### src/rtl/ras_checkpointed.sv
// ras_checkpointed -- return-address stack with a single rollback checkpoint.
//
// Calls push a return address and returns pop it. The top entry is presented
// as the predicted return target. One snapshot slot captures the whole stack
// so that speculative calls and returns can be undone after a mispredict.
//
// Ports:
//   clk_i        core clock, rising edge
//   rst_i        asynchronous active-high reset
//   flush_bp_i   invalidate all entries and the snapshot
//   push_i       push data_i
//   pop_i        pop the top entry
//   data_i       return address to push
//   checkpoint_i snapshot the current (pre-update) stack and count
//   restore_i    reload stack and count from the snapshot
//   top_valid_o  top entry valid
//   top_ra_o     top entry address
//   count_o      number of valid entries, 0..DEPTH
//   ckpt_valid_o snapshot slot holds a valid snapshot
//   overflow_o   one-cycle pulse: a push discarded the bottom entry
//
// Priority per cycle: rst_i > flush_bp_i > restore_i > {push_i, pop_i}.
// All outputs come straight from registers.
module ras_checkpointed #(
  parameter int unsigned DEPTH = 2,
  parameter int unsigned VLEN  = 32
) (
  input  logic                        clk_i,
  input  logic                        rst_i,
  input  logic                        flush_bp_i,
  input  logic                        push_i,
  input  logic                        pop_i,
  input  logic [VLEN-1:0]             data_i,
  input  logic                        checkpoint_i,
  input  logic                        restore_i,
  output logic                        top_valid_o,
  output logic [VLEN-1:0]             top_ra_o,
  output logic [$clog2(DEPTH+1)-1:0]  count_o,
  output logic                        ckpt_valid_o,
  output logic                        overflow_o
);

  localparam int unsigned CNT_W = $clog2(DEPTH + 1);
  localparam logic [CNT_W-1:0] FULL = CNT_W'(DEPTH);

  // Entry 0 is the top of the stack; valid bit i belongs to entry i.
  logic [DEPTH-1:0] stack_valid_q, stack_valid_d;
  logic [VLEN-1:0]  stack_ra_q [DEPTH];
  logic [VLEN-1:0]  stack_ra_d [DEPTH];
  logic [CNT_W-1:0] count_q, count_d;

  logic [DEPTH-1:0] ckpt_valid_bits_q, ckpt_valid_bits_d;
  logic [VLEN-1:0]  ckpt_ra_q [DEPTH];
  logic [VLEN-1:0]  ckpt_ra_d [DEPTH];
  logic [CNT_W-1:0] ckpt_count_q, ckpt_count_d;
  logic             ckpt_valid_q, ckpt_valid_d;

  logic             overflow_q, overflow_d;

  always_comb begin
    stack_valid_d     = stack_valid_q;
    stack_ra_d        = stack_ra_q;
    count_d           = count_q;
    ckpt_valid_bits_d = ckpt_valid_bits_q;
    ckpt_ra_d         = ckpt_ra_q;
    ckpt_count_d      = ckpt_count_q;
    ckpt_valid_d      = ckpt_valid_q;
    overflow_d        = 1'b0;

    if (flush_bp_i) begin
      stack_valid_d = '0;
      count_d       = '0;
      ckpt_valid_d  = 1'b0;
    end else begin
      if (restore_i) begin
        if (ckpt_valid_q) begin
          stack_valid_d = ckpt_valid_bits_q;
          stack_ra_d    = ckpt_ra_q;
          count_d       = ckpt_count_q;
        end
      end else if (push_i && pop_i) begin
        // Return immediately followed by a call: only the top is replaced.
        stack_valid_d[0] = 1'b1;
        stack_ra_d[0]    = data_i;
        if (count_q == '0) count_d = CNT_W'(1);
      end else if (push_i) begin
        stack_valid_d    = stack_valid_q << 1;
        stack_valid_d[0] = 1'b1;
        for (int unsigned i = 1; i < DEPTH; i++) stack_ra_d[i] = stack_ra_q[i-1];
        stack_ra_d[0] = data_i;
        if (count_q == FULL) overflow_d = 1'b1;
        else                 count_d    = count_q + CNT_W'(1);
      end else if (pop_i) begin
        // Popping an empty stack leaves everything untouched.
        if (count_q != '0) begin
          stack_valid_d = stack_valid_q >> 1;
          for (int unsigned i = 0; i + 1 < DEPTH; i++) stack_ra_d[i] = stack_ra_q[i+1];
          count_d = count_q - CNT_W'(1);
        end
      end

      // Snapshot takes the register values, i.e. the state before this
      // cycle's push/pop/restore; a same-cycle restore still used the old one.
      if (checkpoint_i) begin
        ckpt_valid_bits_d = stack_valid_q;
        ckpt_ra_d         = stack_ra_q;
        ckpt_count_d      = count_q;
        ckpt_valid_d      = 1'b1;
      end
    end
  end

  always_ff @(posedge clk_i or posedge rst_i) begin
    if (rst_i) begin
      stack_valid_q     <= '0;
      count_q           <= '0;
      ckpt_valid_bits_q <= '0;
      ckpt_count_q      <= '0;
      ckpt_valid_q      <= 1'b0;
      overflow_q        <= 1'b0;
      for (int unsigned i = 0; i < DEPTH; i++) begin
        stack_ra_q[i] <= '0;
        ckpt_ra_q[i]  <= '0;
      end
    end else begin
      stack_valid_q     <= stack_valid_d;
      stack_ra_q        <= stack_ra_d;
      count_q           <= count_d;
      ckpt_valid_bits_q <= ckpt_valid_bits_d;
      ckpt_ra_q         <= ckpt_ra_d;
      ckpt_count_q      <= ckpt_count_d;
      ckpt_valid_q      <= ckpt_valid_d;
      overflow_q        <= overflow_d;
    end
  end

  assign top_valid_o  = stack_valid_q[0];
  assign top_ra_o     = stack_ra_q[0];
  assign count_o      = count_q;
  assign ckpt_valid_o = ckpt_valid_q;
  assign overflow_o   = overflow_q;

endmodule

### config.mk
export PLATFORM = sky130hd
export DESIGN_NAME = ras_checkpointed
export DESIGN_NICKNAME = d
export VERILOG_FILES = /design/src/rtl/ras_checkpointed.sv
export SDC_FILE = /design/constraint.sdc
export NUM_CORES = 1
export LEC_CHECK = 0
export CAP_MARGIN = 20
export CORE_MARGIN = 2
export CORE_UTILIZATION = 45
export CTS_CLUSTER_DIAMETER = 30
export DETAILED_ROUTE_END_ITERATION = 6
export GPL_TIMING_DRIVEN = 0
export HOLD_SLACK_MARGIN = 0.03
export MAX_ROUTING_LAYER = met4
export PLACE_DENSITY = 0.73
export SLEW_MARGIN = 40
export SYNTH_ARGS = -nofsm -noshare
export SYNTH_HDL_FRONTEND = slang
export SYNTH_SLANG_ARGS = --single-unit
### constraint.sdc
create_clock -name clk_i -period 10 [get_ports clk_i]
set_input_delay 2 -clock clk_i [delete_from_list [all_inputs] [get_ports clk_i]]
set_output_delay 2 -clock clk_i [all_outputs]
set_load 0.01 [all_outputs]
# After elaboration in Yosys (flattened, before gate mapping)
# Cells that the tools add are included.
# totals
out_inout_bits	37
register_bits	138
inputBits	39
wordCells	70
# op_classes
muxes	32
n_addsub	2
n_eq_ne	7
n_reduce_logical	17
bitwise_logic	1
# ops
operator	n
$mux W32	6
$mux W64	2
$mux W2	15
$reduce_bool A4 Y1	4
$reduce_and A4 Y1	3
$reduce_bool A5 Y1	2
$mux W1	9
$reduce_bool A2 Y1	3
$ne A5 B5 Y1 const B	1
$reduce_and A5 Y1	1
$ne A4 B3 Y1 const B	1
$ne A3 B2 Y1 const B	1
$ne A3 B3 Y1 const B	1
$reduce_and A3 Y1	1
$add A2 B1 Y2 const B	1
$eq A2 B2 Y1 const B	1
$logic_not A2 Y1	1
$ne A2 B1 Y1 const B	1
$ne A2 B2 Y1 const B	1
$reduce_and A2 Y1	1
$sub A2 B1 Y2 const B	1
$logic_and A1 B1 Y1	1
$not A1 Y1	1

# Longest topological paths before layout
# Gate-level depths: netlist (run 1).
# depth
depth_word	7
ltp_mapped	6
depth_no_buf	4

# Least setup slack after synthesis (run 1)
# Ideal clock, no wire load.
# synth_path
path_type	input port to flip-flop
start	input restore_i
end	register stack_ra_q[25] in the netlist's numbering
n_path_buf	2
setup_slack_ns	6.804
stages	5
t_arrival_ns	3.072
required_ns	9.876
setup_time_ns	0.124
path_cell_list	buf_6 -> or3b_4 -> a21oi_4 -> buf_6 -> a21oi_1
# synth_via
elab_chain_len	2
word_cells_on_any_way	5
classes_between	eq/ne (2); mux (1); reduce/logical (2)
# synth_lines
element	line_no	rtl
start: declaration	35	input logic restore_i,
$ne A2 B2 Y1 (no source line), or another cell as far along	n/a	
$reduce_and A4 Y1 (no source line)	n/a	
end signal: assignment	127	stack_ra_q <= stack_ra_d;
end: declaration	48	logic [VLEN-1:0] stack_ra_q [DEPTH];
# Parallel ways exist; a longest one is shown, timed or not.
# A chain may end at the register's enable or synchronous reset.

# Worst setup path after layout (run 1)
# layout_path
start	input push_i
end	register stack_ra_q, in the netlist top_ra_o[4]
# layout_via
elab_chain_len	3
word_cells_on_any_way	7
classes_between	mux (3); reduce/logical (4)
# layout_lines
element	line_no	rtl
start: declaration	31	input logic push_i,
$logic_and A1 B1 Y1 / $mux W32 (equally long branches)	81, 86	
$reduce_bool A4 Y1 (no source line) / $mux W32 (equally long branches)	n/a	
$reduce_and A4 Y1 (no source line) / $mux W64 (equally long branches)	n/a	
# Parallel ways exist; a longest one is shown, timed or not.

==> run_results.csv, run 1 <==
group,metric,value,unit
status,outcome,"completed",
drt,avgRoutedWirePerCell,17.1,um
critical_path,worst_setup_path_end_kind,"flop",
drt,dr_wl_met3,680,um
critical_path,cpPeakStageDelay,0.48,ns
drt,dr.max_layer_used,"met4",
cts,clockRootBuffer,"clkbuf_16",
sta,rsz0062_at_grt,"no",
power_and_ir_drop,swShare,0.279,
sta,max_freq,0.274,GHz
floorplan,die_x,125,um
drt,wl_met2,7230,um
grt,grt_pass1_wl,24500,um
synth,synthCells,577,
synth,yosys.area.top_type_share,0.526,
critical_path,path_buf_inv,2,
floorplan,die_y,125,um
power_and_ir_drop,total_power,0.00200,W
synth,ys_top_cells_by_area,"dfrtp_1 (53%), mux2_2 (12%), mux2i_1 (10%), nor2_1 (3.9%), buf_4 (3.8%)",
min_path,min_path_type,"reg2reg",
drt,dr.pass1.iters,5,
floorplan,initial_core_util,0.457,
drt,m1WireLength,6650,um
synth,synth.avg_cell_area,11.4,um^2
drt,drt_iter0_markers,297,
placement,place_congestion,0.852,
cts,cts_tree,"done",
cts,clkTransAtPathRegs,0.06,ns
power_and_ir_drop,ir_drop,153,uV
drt,ant_nets,0,
sta,relSlewSlack,0.475,
synth,synthArstFlopShare,1.00,
placement,dp_hpwl,9810,um
sta,setup_slack,6.35,ns
power_and_ir_drop,p_clk_frac,0.320,
cts,cts_buffer_depth,2,
critical_path,crit_slowest_cell,"clkdlybuf4s50_1",
synth,yosysTopAreaCell,"dfrtp_1",
critical_path,crit_chain,"clkdlybuf4s50_1, or2_2, o211ai_2, clkbuf_1, o21ai_0",
grt,grt_antenna_before_repair,0,
finish,fin_cells,866,
power_and_ir_drop,p_int,0.00144,W
finish,drive_gt1_frac,0.282,
floorplan,core-area,14400,um^2
synth,synth_seq_cells,138,
grt,grt_pass1_vias,4793,
cts,htreeDepth,4,
power_and_ir_drop,p_comb_frac,0.245,
critical_path,cpLargestDelayFamily,"buffers and inverters",
critical_path,critPathArrivalTime,3.93,ns
grt,track_usage,0.206,
finish,final_cell_area,8170,um^2
sta,maxSlewViolCount,0,
synth,yosysUniqueCellTypes,30,
sta,skew,0.00810,ns
sta,finalCritPeriodShare,0.365,
critical_path,critPathLaunchType,"input port",
synth,yosysWarnings,0,
synth,synthFlopType,"dfrtp_1",
placement,io_buffers,74,
drt,vias,4580,
cts,hold_buffers,0,
finish,layout.nets,710,
sta,setup-violations-final,0,
power_and_ir_drop,p_leak,3.64,nW
power_and_ir_drop,p_sw,0.000558,W
finish,num_antenna_cells,0,
cts,cts-buffers-inserted,17,
placement,pre_cts_ws,5.92,ns
placement,dpl.cell_count,836,
critical_path,timing_worst_setup_path_type,"in2reg",
cts,cts_num_sinks,138,
power_and_ir_drop,power_frac_seq,0.435,
synth,syn_area,6560,um^2
finish,area_growth,24.5,%
sta,tightestPinTransition,0.788,ns
floorplan,rows,44,
drt,viasPerCell,5.29,
cts,insertion_delay,0.42,ns
power_and_ir_drop,power.density,245,nW/um^2
critical_path,r2r_slack,7.97,ns
floorplan,ios,76,
placement,placed_area,7570,um^2
sta,finalHoldViolCount,0,
grt,overflow,0,
critical_path,cp_max_fo,10,
sta,timing.final.crit_period,3.65,ns
cts,post_cts_buffers,0,
cts,cts-resized-gates,0,
floorplan,dieArea,15600,um^2
drt,wl,14800,um
grt,grt_max_degree,80,
drt,remaining_drc_errors,0,
sta,fin_tns_setup,0,ns
critical_path,required,10.28,ns
synth,synth_edf_count,0,
synth,ys_seq_area_frac,0.526,
flow_run,maxCapViolCount,0,
synth,synth_fp_nets,616,
-- cell usage after synthesis, drive strengths merged, types with 3 or more instances --
master  instances
dfrtp         138
a21oi          65
nor2b           3
mux2           68
buf            59
nand2b          4
o21ai          35
nor2           69
inv             4
o211ai          3
clkbuf         11
nand2          38
a211oi          3
mux2i          67
-- worst paths after layout --
kind / start / to / cells past startpoint
worst max register to register: count_o[0]$_DFFE_PP0P_ / top_ra_o[4]$_DFFE_PP0P_ / 5
worst max-delay path: push_i / top_ra_o[4]$_DFFE_PP0P_ / 5
worst min register to register: ckpt_ra_q[61]$_DFFE_PP0P_ / ckpt_ra_q[61]$_DFFE_PP0P_ / 1
min in group asynchronous: rst_i / ckpt_ra_q[36]$_DFFE_PP0P_ / 2
max in group asynchronous: rst_i / ckpt_ra_q[20]$_DFFE_PP0P_ / 3
worst min-delay path: ckpt_ra_q[61]$_DFFE_PP0P_ / ckpt_ra_q[61]$_DFFE_PP0P_ / 1
-- metal layers --
layer,global-route usage,up-vias
met1,0.258,2295
li1,-,2149
met3,0.0490,23
met4,0.0727,0
met5,-,-
met2,0.329,113
-- layout make-up --
type | instances | area, um^2
fill | 1182 | 6200
inverter | 4 | 22.5
tap | 184 | 230
timing repair buffer | 75 | 768
sequential | 138 | 3450
multi-input combinational | 365 | 2630
clock buffer | 21 | 480
buffer | 70 | 463
clock inverter | 9 | 120
-- through the flow --
step	hold WS [ns]	util
after floorplan	0.480	-
after global placement	0.488	0.524
after detailed placement	0.496	0.527
after CTS	0.508	0.568
after global routing	0.517	0.568
final	0.506	0.568
-- registers in the layout, indices dropped and copies added, names as in the netlist --
signal and cells:
stack_valid_q 2, ckpt_valid_o 1, ckpt_ra_q 64, top_ra_o 32, overflow_o 1, count_o 2
ckpt_count_q 2, stack_ra_q 32, ckpt_valid_bits_q 2
-- cells in the final DEF (no fill, tap or decap), drive strengths merged, types with 3 or more instances in the layout --
cell type / instances
clkinv: 6
nor2b: 3
a211oi: 3
clkbuf: 32
dfrtp: 138
mux2i: 67
a21oi: 65
nand2: 38
o21ai: 35
inv: 4
mux2: 68
clkdlybuf4s50: 74
o211ai: 3
buf: 60
bufinv: 3
nor2: 69
nand2b: 4
-- logic make-up (layout without fill, tap and decap cells) --
family	count (synthesis)	in the layout	synth area share
compound gates	109	109	0.106
xor+xnor	1	1	0.00134
buf+inv	74	179	0.0729
flops	138	138	0.526
mux	135	135	0.219
simple gates	120	120	0.0746
-- power groups by stage --
| stage | Combinational (W) | Clock, W | Sequential, W |
|---|---|---|---|
| floorplan | 0.000352 | 0 | 0.000833 |
| global placement | 0.000473 | 0 | 0.000858 |
| detailed placement | 0.000492 | 0 | 0.000875 |
| CTS | 0.000495 | 0.000645 | 0.000868 |
| global route | 0.000538 | 0.000672 | 0.000895 |
| finish | 0.000489 | 0.000638 | 0.000869 |
Power figures use the tool's default switching activity.
==> inputs of run 2 (changes only) <==
- PLACE_DENSITY: 0.73 -> 0.76
- clock period: 10 -> 3 ns (I/O delays scaled with it)
==> run 2 against run 1 <==
Compared with the run above:
- clock skew is 0.0028 ns lower
- utilization is 0.13 points higher
- sequential cell count stayed put
- clock power grew to 3.0 times the previous value
- first-iteration DRC count is 12% higher
==> run_results.csv, run 2 (synthesized netlist as in run 1, its figures left out) <==
group,metric,value,unit
status,outcome,"completed",
sta,finalCritPeriodShare,0.757,
finish,layout.nets,714,
cts,post_cts_buffers,0,
grt,track_usage,0.211,
power_and_ir_drop,total_power,0.00648,W
floorplan,core-area,14400,um^2
power_and_ir_drop,ir_drop,522,uV
floorplan,dieArea,15600,um^2
critical_path,worst_setup_path_end_kind,"flop",
cts,cts_tree,"done",
power_and_ir_drop,swShare,0.284,
floorplan,rows,44,
power_and_ir_drop,power_frac_seq,0.448,
cts,cts_num_sinks,138,
finish,largest_register_ffs,64,
drt,remaining_drc_errors,0,
finish,num_antenna_cells,0,
grt,grt_pass1_vias,4929,
sta,setup_slack,0.728,ns
drt,drt_iter0_markers,333,
grt,overflow,0,
drt,viasPerCell,5.37,
critical_path,r2r_slack,0.98,ns
finish,fin_cells,868,
critical_path,r2r_cells,5,
finish,largest-register,"ckpt_ra_q",
critical_path,required,3.26,ns
min_path,min_from,"ckpt_ra_q[35]$_DFFE_PP0P_",
flow_run,maxCapViolCount,0,
sta,finalHoldViolCount,0,
sta,skew,0.00529,ns
drt,vias,4664,
cts,htreeDepth,4,
finish,final_cell_mix,"dfrtp_1 (138), clkdlybuf4s50_1 (74), nor2_1 (69), mux2_2 (68), mux2i_1 (67)",
power_and_ir_drop,p_int,0.00464,W
grt,grt_pass1_wl,25100,um
cts,clockRootBuffer,"clkbuf_16",
sta,relSlewSlack,0.496,
power_and_ir_drop,p_sw,0.00184,W
sta,rsz0062_at_grt,"no",
cts,hold_buffers,0,
grt,grt_max_degree,28,
drt,dr.pass1.iters,5,
floorplan,die_y,125,um
cts,cts_buffer_depth,2,
min_path,min_path_type,"reg2reg",
placement,dp_hpwl,10300,um
floorplan,initial_core_util,0.457,
critical_path,timing_worst_setup_path_type,"in2reg",
sta,maxSlewViolCount,0,
finish,area_growth,24.8,%
critical_path,critPathArrivalTime,2.54,ns
placement,pre_cts_ws,0.279,ns
critical_path,critPathLaunchType,"input port",
drt,avgRoutedWirePerCell,17.3,um
min_path,holdPathStages,1,
placement,place_congestion,0.847,
sta,tightestPinTransition,0.756,ns
critical_path,r2r_start,"count_o[0]$_DFFE_PP0P_",
finish,final_common_cell,"dfrtp_1",
placement,io_buffers,74,
cts,clkTransAtPathRegs,0.05,ns
floorplan,ios,76,
sta,max_freq,0.440,GHz
power_and_ir_drop,p_clk_frac,0.297,
cts,cts-buffers-inserted,17,
sta,timing.final.crit_period,2.27,ns
sta,setup-violations-final,0,
cts,cts-resized-gates,0,
cts,insertion_delay,0.42,ns
floorplan,die_x,125,um
power_and_ir_drop,p_comb_frac,0.256,
min_path,min_delay_worst_endpoint,"ckpt_ra_q[35]$_DFFE_PP0P_",
placement,dpl.cell_count,840,
drt,wl,15000,um
power_and_ir_drop,power.density,792,nW/um^2
grt,grt_antenna_before_repair,0,
drt,ant_nets,0,
critical_path,rr_endpoint,"top_ra_o[4]$_DFFE_PP0P_",
critical_path,cp_max_fo,10,
power_and_ir_drop,p_leak,3.63,nW
finish,drive_gt1_frac,0.278,
## run 2: changes by cell type in the layout (fill, tap and decap cells not counted), sizes merged
cell	before	now
clkinvlp	0	1
bufinv	3	1
buf	60	64
clkbuf	32	36
clkinv	6	2
inv	4	3
## run 2: per-stage QoR
stage / setup TNS, ns / util / area (um^2) / hold slack, ns
after detailed placement: 0 / 0.532 / 7650 / 0.496
after global routing: 0 / 0.570 / 8190 / 0.515
after global placement: -54.94 / 0.524 / 7530 / 0.488
after floorplan: 0 / - / 6560 / 0.480
after CTS: 0 / 0.570 / 8190 / 0.504
final: 0 / 0.570 / 8190 / 0.506
## run 2: final cells by class
type	instances	area, um^2
Buffer	70	463
Clock buffer	25	495
Clock inverter	3	40.0
Fill cell	1192	6180
Inverter	4	18.8
Multi-Input combinational cell	365	2630
Sequential cell	138	3450
Tap cell	184	230
Timing Repair Buffer	79	856
## run 2: how the worst max path moves through the flow
stage | from | endpoint | slack [ns] | depth (start not counted)
CTS | push_i | top_ra_o[4]$_DFFE_PP0P_ | 0.72 | 5
global placement | rst_i | stack_valid_q[0]$_DFFE_PP0P_ | -0.41 | 2
finish | push_i | top_ra_o[4]$_DFFE_PP0P_ | 0.73 | 5
global route | push_i | top_ra_o[11]$_DFFE_PP0P_ | 0.52 | 5
detailed placement | push_i | top_ra_o[4]$_DFFE_PP0P_ | 0.28 | 5
floorplan | rst_i | ckpt_count_q[0]$_DFFE_PP0P_ | 0.68 | 1
## run 2: worst max-delay path: stages
cell and delay [ns]:
clkdlybuf4s50_1 0.49, or2_2 0.37, o211ai_2 0.40, clkbuf_1 0.47, o21ai_0 0.20
## run 2: layer usage
metal  vias to the layer above  track usage  part of all wire
met5                         -            -                 0
met4                         0       0.0892             0.020
met3                        22       0.0498             0.044
met2                       135        0.320              0.50
met1                      2359        0.272              0.44
li1                       2148            -                 -
## run 2: power by group through the flow
| stage | registers (W) | logic, W | clock network (W) |
|---|---|---|---|
| 2_1_floorplan | 0.00278 | 0.00117 | 0 |
| 4_1_cts | 0.00289 | 0.00168 | 0.00195 |
| 3_3_place_gp | 0.00286 | 0.00157 | 0 |
| 6_report | 0.00290 | 0.00166 | 0.00192 |
| 5_1_grt | 0.00298 | 0.00182 | 0.00205 |
| 3_5_place_dp | 0.00292 | 0.00166 | 0 |
==> inputs of run 3 (changes only) <==
- PLACE_DENSITY: 0.76 -> 0.73
- clock period: 3 -> 2.2 ns (I/O delays scaled with it)
==> run 3 against run 2 <==
Compared with the run above:
- clock power increased by 35%
- total power increased by 36%
- wire length up 1.8%
- setup slack worse by 0.61 ns
- die area unchanged
- final cell count grew 0.58%
- sequential share of layout area is 0.31 points lower
- count of clock-buffer cells in the layout down 1
- non-clock buffer count rose by 1
- highest routed layer unchanged
==> run_results.csv, run 3 (synthesized netlist as in run 1, its figures left out) <==
group,metric,value,unit
finish,final_common_cell,"dfrtp_1",
sta,skew,0.00463,ns
placement,dp_hpwl,10400,um
grt,grt_pass1_vias,4990,
critical_path,r2r_start,"count_o[0]$_DFFE_PP0P_",
finish,largest_register_ffs,64,
drt,wl,15300,um
grt,track_usage,0.212,
grt,grt_pass1_wl,25400,um
placement,place_congestion,0.844,
cts,clockRootBuffer,"clkbuf_16",
drt,avgRoutedWirePerCell,17.5,um
critical_path,critPathLaunchType,"input port",
finish,largest-register,"ckpt_ra_q",
sta,finalHoldViolCount,0,
status,outcome,"completed",
critical_path,cp_max_fo,10,
critical_path,r2r_cells,5,
floorplan,die_x,125,um
drt,vias,4688,
min_path,min_from,"restore_i",
placement,pre_cts_ws,-0.363,ns
cts,clkTransAtPathRegs,0.06,ns
drt,drt_iter0_markers,430,
placement,io_buffers,74,
power_and_ir_drop,ir_drop,602,uV
drt,ant_nets,0,
finish,final_cell_mix,"dfrtp_1 (138), clkdlybuf4s50_1 (74), nor2_1 (69), mux2_2 (68), mux2i_1 (67)",
min_path,min_delay_worst_endpoint,"overflow_o$_DFF_PP0_",
sta,tightestPinTransition,0.779,ns
finish,layout.nets,715,
critical_path,required,2.51,ns
flow_run,maxCapViolCount,0,
drt,dr.pass1.iters,5,
floorplan,core-area,14400,um^2
cts,post_cts_buffers,0,
cts,insertion_delay,0.42,ns
critical_path,worst_setup_path_end_kind,"flop",
critical_path,r2r_slack,0.31,ns
grt,overflow,0,
sta,timing.final.crit_period,2.08,ns
sta,rsz0062_at_grt,"no",
power_and_ir_drop,total_power,0.00882,W
sta,maxSlewViolCount,0,
sta,setup_slack,0.116,ns
critical_path,critPathArrivalTime,2.39,ns
finish,num_antenna_cells,0,
floorplan,dieArea,15600,um^2
cts,cts_num_sinks,138,
floorplan,ios,76,
sta,setup-violations-final,0,
sta,max_freq,0.480,GHz
power_and_ir_drop,power.density,1070,nW/um^2
cts,cts_buffer_depth,2,
drt,viasPerCell,5.37,
grt,grt_max_degree,26,
floorplan,initial_core_util,0.457,
cts,htreeDepth,4,
critical_path,rr_endpoint,"top_ra_o[2]$_DFFE_PP0P_",
floorplan,rows,44,
sta,finalCritPeriodShare,0.947,
power_and_ir_drop,p_leak,3.67,nW
cts,cts-buffers-inserted,17,
cts,cts_tree,"done",
drt,remaining_drc_errors,0,
finish,area_growth,25.7,%
min_path,min_path_type,"in2reg",
critical_path,timing_worst_setup_path_type,"in2reg",
cts,hold_buffers,0,
finish,drive_gt1_frac,0.289,
floorplan,die_y,125,um
min_path,holdPathStages,3,
sta,holdWs,0.340,ns
sta,relSlewSlack,0.481,
grt,grt_antenna_before_repair,0,
==> run 3: per-stage QoR <==
step | utilization | cell area, um^2 | instances | TNS [ns]
detailed placement | 0.536 | 7700 | 841 | -15.87
finish | 0.574 | 8250 | 873 | 0
global route | 0.574 | 8250 | 873 | 0
CTS | 0.574 | 8240 | 873 | 0
global placement | 0.524 | 7530 | 835 | -158.91
floorplan | - | 6560 | 577 | 0
==> run 3: critical path, cell delays in order <==
cell             delay [ns]
clkdlybuf4s50_1        0.49
nor2b_1                0.22
clkbuf_1               0.22
buf_2                  0.28
buf_2                  0.34
mux2_2                 0.38
==> run 3: layout make-up <==
| class | count | area [um^2] |
|---|---|---|
| fillers | 1182 | 6120 |
| flip-flops and latches | 138 | 3450 |
| multi-input cells | 365 | 2630 |
| repair buffers | 80 | 906 |
| clock buffers | 24 | 502 |
| plain buffers | 70 | 465 |
| well taps | 184 | 230 |
| clock inverters | 8 | 42.5 |
| inverters | 4 | 18.8 |
==> run 3: worst max path at each step <==
stage	cells past startpoint	end	from	slack, ns
detailed placement	5	top_ra_o[4]$_DFFE_PP0P_	push_i	-0.36
global placement	2	stack_valid_q[1]$_DFFE_PP0P_	rst_i	-1.06
CTS	5	top_ra_o[4]$_DFFE_PP0P_	push_i	0.09
floorplan	1	ckpt_count_q[0]$_DFFE_PP0P_	rst_i	0.04
global route	6	ckpt_ra_q[22]$_DFFE_PP0P_	checkpoint_i	0.02
finish	6	ckpt_ra_q[25]$_DFFE_PP0P_	checkpoint_i	0.12
==> run 3: metal layers <==
layer / global-route usage / part of all wire
met1: 0.272 / 0.45
met2: 0.332 / 0.48
met3: 0.0477 / 0.048
met4: 0.0740 / 0.016
met5: - / 0
==> run 3: where the power goes <==
group | switching, W | internal, W | leakage [nW]
Combinational | 0.000948 | 0.00133 | 1.74
Sequential | 0.000581 | 0.00336 | 1.66
Clock | 0.00103 | 0.00157 | 0.275
Total | 0.00256 | 0.00627 | 3.67
==> run 3: what timing repair did <==
action / CTS / global route
gates resized for setup: 0 / 4
endpoints found under the setup margin: 0 / 11
hold endpoints to repair: 0 / 0
